### src/rtl/inst_fetch_queue_pkg.sv
// Shared widths and constants for the fetch/decode boundary.
// Fetch and the instruction queue both take their depth from IQ_DEPTH.
package inst_fetch_queue_pkg;

    localparam int ID_WIDTH   = 32;
    localparam int ADDR_WIDTH = 32;
    localparam int IQ_DEPTH   = 8;

    localparam logic [ID_WIDTH-1:0] NOP = 32'h0000_0013;

endpackage

### src/rtl/inst_fetch_queue_iq_storage.sv
// Instruction queue entry array.
// One synchronous write port and one asynchronous read port.
module iq_storage #(
    parameter int DEPTH = 8,
    parameter int W     = 65,
    parameter int PTR_W = $clog2(DEPTH)
) (
    input  logic             clk_in,
    input  logic             we,
    input  logic [PTR_W-1:0] waddr,
    input  logic [W-1:0]     wdata,
    input  logic [PTR_W-1:0] raddr,
    output logic [W-1:0]     rdata
);

    logic [W-1:0] mem [DEPTH];

    always_ff @(posedge clk_in) begin
        if (we) begin
            mem[waddr] <= wdata;
        end
    end

    assign rdata = mem[raddr];

endmodule

### src/rtl/inst_fetch_queue.sv
// Count-based instruction buffer between fetch and decode.
// Holds DEPTH entries of {inst, pc, predicted-taken}.
module inst_fetch_queue
    import inst_fetch_queue_pkg::*;
#(
    parameter int DEPTH        = IQ_DEPTH,
    parameter int INST_W       = ID_WIDTH,
    parameter int ADDR_W       = ADDR_WIDTH,
    parameter int AFULL_MARGIN = 1,
    parameter int CNT_W        = $clog2(DEPTH + 1)
) (
    input  logic              clk_in,
    input  logic              rst_in,
    input  logic              rdy_in,
    input  logic              if_en_in,
    input  logic [INST_W-1:0] if_inst_in,
    input  logic [ADDR_W-1:0] if_pc_in,
    input  logic              if_pred_taken_in,
    output logic              iq_if_rdy_out,
    input  logic              rs_rdy_in,
    input  logic              rob_rdy_in,
    input  logic              rob_flush_in,
    input  logic              decoder_flush_in,
    input  logic              bp_flush_in,
    output logic              dec_en_out,
    output logic [INST_W-1:0] dec_inst_out,
    output logic [ADDR_W-1:0] dec_pc_out,
    output logic              dec_pred_taken_out,
    output logic [CNT_W-1:0]  count_out,
    output logic              overflow_err_out
);

    localparam int PTR_W = $clog2(DEPTH);
    localparam int ENT_W = INST_W + ADDR_W + 1;

    logic [PTR_W-1:0] head;
    logic [PTR_W-1:0] tail;
    logic [CNT_W-1:0] count;
    logic [ENT_W-1:0] wr_ent;
    logic [ENT_W-1:0] rd_ent;
    logic             flush;
    logic             full;
    logic             deq;
    logic             enq_ok;
    logic             wr_en;

    assign flush  = rob_flush_in | decoder_flush_in | bp_flush_in;
    assign full   = (count == CNT_W'(DEPTH));
    assign deq    = rs_rdy_in & rob_rdy_in & (count != '0);
    // A dequeue in the same edge frees the slot a full-queue enqueue needs.
    assign enq_ok = if_en_in & (~full | deq);
    assign wr_en  = rdy_in & ~rst_in & ~flush & enq_ok;
    assign wr_ent = {if_inst_in, if_pc_in, if_pred_taken_in};

    iq_storage #(
        .DEPTH (DEPTH),
        .W     (ENT_W)
    ) u_storage (
        .clk_in (clk_in),
        .we     (wr_en),
        .waddr  (tail),
        .wdata  (wr_ent),
        .raddr  (head),
        .rdata  (rd_ent)
    );

    always_ff @(posedge clk_in) begin
        if (rst_in) begin
            head               <= '0;
            tail               <= '0;
            count              <= '0;
            dec_en_out         <= 1'b0;
            dec_inst_out       <= INST_W'(NOP);
            dec_pc_out         <= '0;
            dec_pred_taken_out <= 1'b0;
            overflow_err_out   <= 1'b0;
        end else if (rdy_in) begin
            if (flush) begin
                head       <= '0;
                tail       <= '0;
                count      <= '0;
                dec_en_out <= 1'b0;
            end else begin
                if (enq_ok) begin
                    tail <= tail + PTR_W'(1);
                end
                if (if_en_in && !enq_ok) begin
                    overflow_err_out <= 1'b1;
                end
                if (deq) begin
                    {dec_inst_out, dec_pc_out, dec_pred_taken_out} <= rd_ent;
                    head <= head + PTR_W'(1);
                end
                dec_en_out <= deq;
                count <= count + CNT_W'(enq_ok) - CNT_W'(deq);
            end
        end
    end

    assign iq_if_rdy_out = (count <= CNT_W'(DEPTH - AFULL_MARGIN));
    assign count_out     = count;

endmodule

### config.mk
export PLATFORM = sky130hd
export DESIGN_NAME = inst_fetch_queue
export DESIGN_NICKNAME = d
export VERILOG_FILES = /design/src/rtl/inst_fetch_queue_pkg.sv /design/src/rtl/inst_fetch_queue_iq_storage.sv /design/src/rtl/inst_fetch_queue.sv
export SDC_FILE = /design/constraint.sdc
export NUM_CORES = 1
export LEC_CHECK = 0
export CAP_MARGIN = 20
export CORE_MARGIN = 4
export CORE_UTILIZATION = 43
export DETAILED_ROUTE_END_ITERATION = 8
export PLACE_DENSITY = 0.67
export SLEW_MARGIN = 20
export SYNTH_ARGS = -nofsm -noshare
export SYNTH_HDL_FRONTEND = slang
export SYNTH_HIERARCHICAL = 1
export SYNTH_SLANG_ARGS = --single-unit
### constraint.sdc
create_clock -name clk_in -period 15.95 [get_ports clk_in]
set_clock_uncertainty 0.2 [all_clocks]
set_input_delay 1.595 -clock clk_in [delete_from_list [all_inputs] [get_ports clk_in]]
set_output_delay 1.595 -clock clk_in [all_outputs]
set_load 0.02 [all_outputs]
==> results of run 1 <==
registers in the layout, summed over array words and instances (netlist names):
name / cells
count_out: 4
dec_en_out: 1
dec_inst_out: 32
dec_pc_out: 32
dec_pred_taken_out: 1
head: 3
overflow_err_out: 1
tail: 3
u_storage/mem: 520
cells in the final DEF (no fill, tap or decap), types with 2 or more instances in the layout:
cell | netlist | layout
and2_1 | 2 | 2
inv_6 | 0 | 3
o21ai_0 | 4 | 4
inv_1 | 4 | 4
nand2_1 | 105 | 105
clkbuf_8 | 0 | 9
bufinv_16 | 0 | 3
clkbuf_16 | 0 | 58
clkinv_1 | 1 | 14
clkinv_2 | 0 | 9
a31oi_1 | 5 | 5
a21oi_1 | 34 | 34
or3_1 | 2 | 2
edfxtp_1 | 520 | 520
nand3b_1 | 3 | 3
nand3_1 | 8 | 7
nor3_2 | 1 | 2
buf_6 | 11 | 2
dfxtp_4 | 0 | 3
clkbuf_1 | 23 | 10
clkinvlp_4 | 0 | 2
nand2b_1 | 5 | 5
a21oi_2 | 37 | 37
nor2_1 | 9 | 3
buf_4 | 1 | 13
mux2_2 | 65 | 65
dfxtp_1 | 77 | 74
nor2_4 | 0 | 6
nand2_2 | 37 | 37
mux4_2 | 130 | 130
ha_1 | 8 | 8
clkdlybuf4s50_1 | 0 | 144
critical path: cells and delay by family:
family / cells / cell delay (ns)
buffers and inverters: 2 / 1.34
and+or+nand+nor: 5 / 1.73
power breakdown:
part,internal [mW],switching (mW)
clock network,0.758,0.567
registers,1.70,0.000484
logic,0.0191,0.0271
area by class of cell:
type / instances / area (um^2)
antenna: 1 / 2.50
clock buffer: 77 / 1610
clock inverter: 32 / 250
fill: 4126 / 25700
inverter: 5 / 18.8
multi-input combinational: 473 / 5340
sequential: 597 / 17200
tap: 688 / 861
timing repair buffer: 160 / 1590
per-layer routing:
metal  wire length (um)  vias to the layer above  track usage
li1                   -                     4856            -
met1              19700                     5708        0.222
met2              22100                      269        0.259
met3               2740                       65       0.0378
met4                783                        8       0.0433
met5                 39                        -            0
worst max-delay path by stage:
stage          slack [ns]                             end  depth (start not counted)
2_1_floorplan        8.40   u_storage/mem[0][0]$_DFFE_PP_                          5
6_report            11.24  u_storage/mem[4][13]$_DFFE_PP_                          7
5_1_grt             11.08  u_storage/mem[4][40]$_DFFE_PP_                          7
3_5_place_dp        10.31  u_storage/mem[4][28]$_DFFE_PP_                          7
3_3_place_gp        10.42  u_storage/mem[4][28]$_DFFE_PP_                          7
4_1_cts             10.95  u_storage/mem[4][28]$_DFFE_PP_                          7
kinds of logic after synthesis:
kind of cell | count (synthesis)
DFF | 597
and+or+nand+nor | 183
buffers and inverters | 65
muxes | 195
AOI/OAI and AO/OA | 85
xor gates and xnor gates | 1
adders and majority gates | 9
==> impl_metrics.yaml, run 1 <==
synth:
  synth_edf_count: 520
  syn_area_um2: 22800
  syn_nets: 1218
  dominantRegCellSynth: "edfxtp_1"
  netlist_top_cells_area: "edfxtp_1 68%, mux4_2 13%, dfxtp_1 6.8%, mux2_2 3.2%, nand2_1 1.7%"
  synth_xor_area_frac: 0.000384
  async_reset_ff_frac: 0
  synth-simple-area-share: 0.0388
  ys_top_cells_by_count: "520 x edfxtp_1, 130 x mux4_2, 105 x nand2_1"
  yosys.area.top_type_share: 0.684
  synth_top_area_cell: "edfxtp_1"
  synth-seq-cells: 597
  yosysSeqAreaShare: 0.751
  yosysUniqueCellTypes: 43
  muxShareOfSynthArea: 0.160
  yosysMostFrequentCell: "edfxtp_1"
  syn_avg_cell_area_um2: 20.1
  yosysWarningCount: 6
  synth-adder-area-share: 0.00526
  synth_top_family_by_area: "multiplexers"
  synth-compound-area-share: 0.0255
  syn_inst: 1135
global_routing:
  grt_max_degree: 71
  gr-total-overflow: 0
  grt_pass1_wl_um: 70100
  grt_antenna_before_repair: 5
  track_usage: 0.160
  grt_pass1_vias: 11500
floorplanning:
  placementRows: 84
  die_x_um: 238
  die_h_um: 238
  io_pins: 146
  start_util: 0.435
  die-area_um2: 56900
  core_area_um2: 52600
clocking:
  cts-resized-gates: 0
  clkTransAtPathRegs_ns: 0.06
  ctsHoldBuffers: 0
  cts_sinks: 597
  clockBufferDepth: 3
  cts-root-buf: "clkbuf_16"
  htree_num_levels: 2
  cts_setup_buffers: 0
  cts_tree: "built"
  numCtsBuffers: 58
  clkLatencyLatePin_ns: 0.62
setup_path:
  r2r-start: "count_out[2]$_SDFFE_PP0P_"
  crit_top_cell: "nand2_1"
  rrSetupSlack_ns: 12.11
  cp.arrival_ns: 4.72
  crit_chain: "clkdlybuf4s50_1 -> nor3_2 -> nand2_1 -> nor3_1 -> nand2_1 -> nor3_4 -> buf_4"
  path_max_fanout: 54
  crit_type: "input port to flip-flop"
  r2r_end: "u_storage/mem[4][13]$_DFFE_PP_"
  crit_start: "bp_flush_in"
  cpMaxStageDelayCell: "buf_4"
  endpoint_kind: "flip-flop"
  cp.required_ns: 15.97
  worstRegToRegCells: 8
  startpoint_type: "input port"
  critPathMaxStageDelay_ns: 0.85
routing:
  drt_first_pass_iters: 4
  routed_wl_um: 45400
  drt_iter0_markers: 901
  wire_per_inst_um: 22.3
  drtAntennaViolNets: 0
  drcViolationCount: 0
  via_count: 10900
  via_per_inst: 5.36
place:
  numPortBuffers: 145
  dpl-instance-area_um2: 25000
  routabilityCongestion: 0.747
  dp_slack_ns: 10.31
  place_inst: 1923
  place_hpwl_um: 24900
sta:
  finalCritPeriodShare: 0.295
  fin_crit_ns: 4.71
  fmax_mhz: 212
  finalHoldViolations: 0
  drv_slew: 0
  tns_ns: 0
  setup_viol: 0
  whs_ns: 0.252
  fin_ws_ns: 11.24
  worst_slew_pin_slew_ns: 1.11
  max_slew_margin: 0.258
  rsz0062_at_grt: "no"
final_layout:
  fin_util: 0.511
  layout-drive-gt1-share: 0.288
  nNetsFinal: 1378
  stdcell_count: 2033
  design_area_um2: 26800
  area_delta_synth_final_pct: 17.5
worst_hold_path:
  min_to: "dec_pc_out[13]$_SDFFE_PP0P_"
  hold_start: "dec_pc_out[13]$_SDFFE_PP0P_"
  worstHoldPathType: "flip-flop to flip-flop"
  hold_depth: 2
power:
  power.total_mw: 3.07
  p_leak_nw: 8.06
  vdd_drop_max_uv: 86.6
  powerDensity_nw_per_um2: 114
flow_run:
  cap_viol_max_count: 0
status:
  status: "complete, no violations"
(Power assumes the default switching activity.)
==> inputs of run 2 (changes only) <==
- clock period: 15.95 -> 4.7 ns (I/O delays scaled with it)
==> run 2 against run 1 <==
Compared with the run above: register-to-register slack lost 11 ns; first-iteration DRC count down 14%; setup slack lost 9.9 ns; die area stayed put; final cell count up 0.64%.
==> impl_metrics.yaml, run 2 (synthesized netlist as in run 1, its figures left out) <==
routing:
  drt_iter0_markers: 774
  routed_wl_um: 45100
  drt_first_pass_iters: 4
  wire_per_inst_um: 22.0
  drtAntennaViolNets: 0
  drcViolationCount: 0
  via_per_inst: 5.31
  via_count: 10900
setup_path:
  rrSetupSlack_ns: 1.38
  path_max_fanout: 50
  cp.arrival_ns: 3.38
  cp.required_ns: 4.76
  path_delay_family: "simple AND/OR/NAND/NOR gates"
  crit_chain: "inv_1 -> ha_1 -> and3b_1 -> o21ai_1 -> nor3_1 -> nand2_1 -> nor2_4 -> buf_12"
  cpMaxStageDelayCell: "nor2_4"
  critPathMaxStageDelay_ns: 0.56
  startpoint_type: "flip-flop"
  crit_type: "flip-flop to flip-flop"
  endpoint_kind: "flip-flop"
  cp.buffers_inverters: 2
power:
  p_leak_nw: 8.16
  power.total_mw: 10.6
  vdd_drop_max_uv: 268
  powerDensity_nw_per_um2: 391
final_layout:
  largest_register_ffs: 520
  design_area_um2: 27100
  final_cell_mix: "520 x edfxtp_1, 144 x clkdlybuf4s50_1, 130 x mux4_2"
  fin_util: 0.515
  area_delta_synth_final_pct: 18.5
  nNetsFinal: 1389
  layout-drive-gt1-share: 0.295
  largestRegisters: "u_storage/mem: 520 flops, dec_inst_out: 32 flops, dec_pc_out: 32 flops"
  top_register: "u_storage/mem"
  final_common_cell: "edfxtp_1"
  stdcell_count: 2046
clocking:
  cts_sinks: 597
  clkTransAtPathRegs_ns: 0.06
  clockBufferDepth: 3
  clkLatencyLatePin_ns: 0.61
  cts_setup_buffers: 0
  cts-root-buf: "clkbuf_16"
  htree_num_levels: 2
  cts-resized-gates: 0
  ctsHoldBuffers: 0
  numCtsBuffers: 59
  cts_tree: "built"
flow_run:
  cap_viol_max_count: 0
worst_hold_path:
  worstHoldPathType: "input port to flip-flop"
sta:
  fmax_mhz: 301
  rsz0062_at_grt: "no"
  setup_viol: 0
  max_slew_margin: 0.362
  drv_slew: 0
  finalCritPeriodShare: 0.706
  finalHoldViolations: 0
  worst_slew_pin_slew_ns: 0.957
  fin_crit_ns: 3.32
  whs_ns: 0.121
place:
  place_inst: 1933
  dpl-instance-area_um2: 25100
  place_hpwl_um: 26300
  routabilityCongestion: 0.762
  numPortBuffers: 145
global_routing:
  track_usage: 0.160
  gr-total-overflow: 0
  grt_max_degree: 67
  grt_pass1_wl_um: 69700
  grt_antenna_before_repair: 7
  grt_pass1_vias: 11500
floorplanning:
  core_area_um2: 52600
  die_x_um: 238
  die_h_um: 238
  die-area_um2: 56900
  start_util: 0.435
  io_pins: 146
  placementRows: 84
status:
  status: "complete, no violations"
run 2: cell count changes in the layout (fill, tap and decap cells not counted), sizes merged:
| cell | before | now |
|---|---|---|
| buf | 16 | 26 |
| clkbuf | 77 | 92 |
| clkinv | 25 | 15 |
| inv | 7 | 5 |
run 2: layout make-up:
class | instances | area (um^2)
multi-input combinational | 473 | 5340
sequential | 597 | 17200
clock buffer | 92 | 1770
antenna | 1 | 2.50
tap | 688 | 861
fill | 4166 | 25500
timing repair buffer | 170 | 1710
inverter | 5 | 18.8
clock inverter | 20 | 190
run 2: through the flow:
stage / worst slack, ns / TNS (ns)
after global placement: 1.05 / 0
after floorplan: -0.269 / -106.34
after global routing: 1.16 / 0
final: 1.38 / 0
after detailed placement: 1.00 / 0
after CTS: 1.40 / 0
run 2: worst paths after layout:
check                         startpoint                              to  cells past startpoint
min reg2reg  dec_pc_out[24]$_SDFFE_PP0P_     dec_pc_out[24]$_SDFFE_PP0P_                      2
min                               rst_in     dec_pc_out[16]$_SDFFE_PP0P_                      2
max reg2reg    count_out[2]$_SDFFE_PP0P_  u_storage/mem[7][48]$_DFFE_PP_                      8
max            count_out[2]$_SDFFE_PP0P_  u_storage/mem[7][48]$_DFFE_PP_                      8
run 2: routing by layer:
layer	part of all wire	up-vias	global-route usage
met5	0.0020	-	0
met4	0.015	12	0.0327
met3	0.052	65	0.0368
met2	0.50	237	0.264
met1	0.43	5681	0.221
li1	-	4877	-
run 2: power by group:
part	total (mW)	internal [mW]	switching [mW]
clock	4.65	2.76	1.90
combinational	0.158	0.0648	0.0935
sequential	5.76	5.76	0.00167
==> inputs of run 3 (changes only) <==
- clock period: 4.7 -> 3.3 ns (I/O delays scaled with it)
==> run 3 against run 2 <==
Compared with the run above: utilization up 0.46 points; critical path depth rose by 3; sequential power up 42%; critical path type unchanged; largest power group unchanged.
==> impl_metrics.yaml, run 3 (synthesized netlist as in run 1, its figures left out) <==
setup_path:
  cp.arrival_ns: 3.12
  crit_chain: "inv_2 -> ha_2 -> or3b_1 -> and2_1 -> nand2b_1 -> o21ai_0 -> ha_1 -> fa_1 -> xor2_1 -> nand3_1 -> a21oi_1"
  startpoint_type: "flip-flop"
  path_max_fanout: 5
  cpMaxStageDelayCell: "or3b_1"
  crit_start: "count_out[2]$_SDFFE_PP0P_"
  critPathMaxStageDelay_ns: 0.45
  rrSetupSlack_ns: 0.49
  crit_type: "flip-flop to flip-flop"
  r2r-start: "count_out[2]$_SDFFE_PP0P_"
  cp.buffers_inverters: 1
  endpoint_kind: "flip-flop"
  cp.required_ns: 3.61
  path_delay_family: "simple AND/OR/NAND/NOR gates"
status:
  status: "complete, no violations"
sta:
  setup_viol: 0
  fin_crit_ns: 2.81
  drv_slew: 0
  tns_ns: 0
  fmax_mhz: 355
  worst_slew_pin_slew_ns: 0.858
  max_slew_margin: 0.428
  rsz0062_at_grt: "no"
  finalCritPeriodShare: 0.853
  finalHoldViolations: 0
  whs_ns: 0.163
final_layout:
  fillers: 4092
  largestRegisters: "u_storage/mem: 520 flops, dec_inst_out: 32 flops, dec_pc_out: 32 flops"
  area_delta_synth_final_pct: 19.6
  largest_register_ffs: 520
  final_cell_mix: "520 x edfxtp_1, 144 x clkdlybuf4s50_1, 130 x mux4_2"
  layout-drive-gt1-share: 0.303
  fin_util: 0.520
  top_register: "u_storage/mem"
  final_common_cell: "edfxtp_1"
  nNetsFinal: 1398
  stdcell_count: 2055
power:
  p_leak_nw: 8.22
  vdd_drop_max_uv: 422
  power.total_mw: 14.9
  powerDensity_nw_per_um2: 546
place:
  numPortBuffers: 145
  place_hpwl_um: 27600
  routabilityCongestion: 0.747
  place_inst: 1942
clocking:
  clockBufferDepth: 3
  clkTransAtPathRegs_ns: 0.06
  cts_sinks: 597
  cts_setup_buffers: 0
  ctsHoldBuffers: 0
  clkLatencyLatePin_ns: 0.60
  cts_tree: "built"
  htree_num_levels: 2
  cts-resized-gates: 0
  cts-root-buf: "clkbuf_16"
  numCtsBuffers: 59
worst_hold_path:
  worstHoldPathType: "input port to flip-flop"
  hold_start: "rst_in"
routing:
  via_count: 11100
  drtAntennaViolNets: 0
  routed_wl_um: 46200
  via_per_inst: 5.38
  drcViolationCount: 0
  drt_iter0_markers: 724
  wire_per_inst_um: 22.5
  drt_first_pass_iters: 5
floorplanning:
  core_area_um2: 52600
  die-area_um2: 56900
  placementRows: 84
  die_h_um: 238
  start_util: 0.435
  die_x_um: 238
  io_pins: 146
global_routing:
  gr-total-overflow: 0
  grt_max_degree: 67
  grt_pass1_wl_um: 71400
  track_usage: 0.164
  grt_pass1_vias: 11700
  grt_antenna_before_repair: 4
flow_run:
  cap_viol_max_count: 0
run 3: changes by cell type in the layout (fill, tap and decap cells not counted), sizes merged:
cell and change:
diode +1, clkbuf -10, clkinvlp +2, bufinv -1, clkinv +8, buf +9
run 3: metal layers:
metal  up-vias  global-route usage  wire length, um
met2       273               0.270            23000
met4         6              0.0376              845
met3        71              0.0378             2710
li1       4905                   -                -
met1      5795               0.225            19600
met5         -                   0               46
run 3: worst paths after layout:
kind	cells after the start	to
min	3	dec_pc_out[11]$_SDFFE_PP0P_
max reg2reg	11	count_out[2]$_SDFFE_PP0P_
max	11	count_out[2]$_SDFFE_PP0P_
min reg2reg	2	dec_pc_out[18]$_SDFFE_PP0P_
run 3: area by class of cell:
class / instances / area [um^2] / share of cell area
Antenna cell: 2 / 5.00 / 0.000183
Clock buffer: 82 / 1700 / 0.0622
Clock inverter: 29 / 213 / 0.00779
Inverter: 5 / 18.8 / 0.000687
Multi-Input combinational cell: 473 / 5360 / 0.196
Sequential cell: 597 / 17200 / 0.629
Tap cell: 688 / 861 / 0.0315
Timing Repair Buffer: 179 / 1980 / 0.0725
run 3: tightest hold or removal path, stage by stage:
cell,delay [ns]
buf_4,0.14
buf_4,0.25
a21oi_1,0.17
run 3: report_power, final:
group	switching (mW)	internal (mW)	total, mW
Clock	2.73	3.75	6.48
Sequential	0.00236	8.20	8.20
Combinational	0.134	0.0950	0.229
run 3: through the flow:
stage,setup slack (ns),cell area [um^2]
after floorplan,-0.301,22900
after global placement,0.393,25400
after detailed placement,0.360,25400
after CTS,0.467,27300
after global routing,0.269,27300
final,0.487,27300
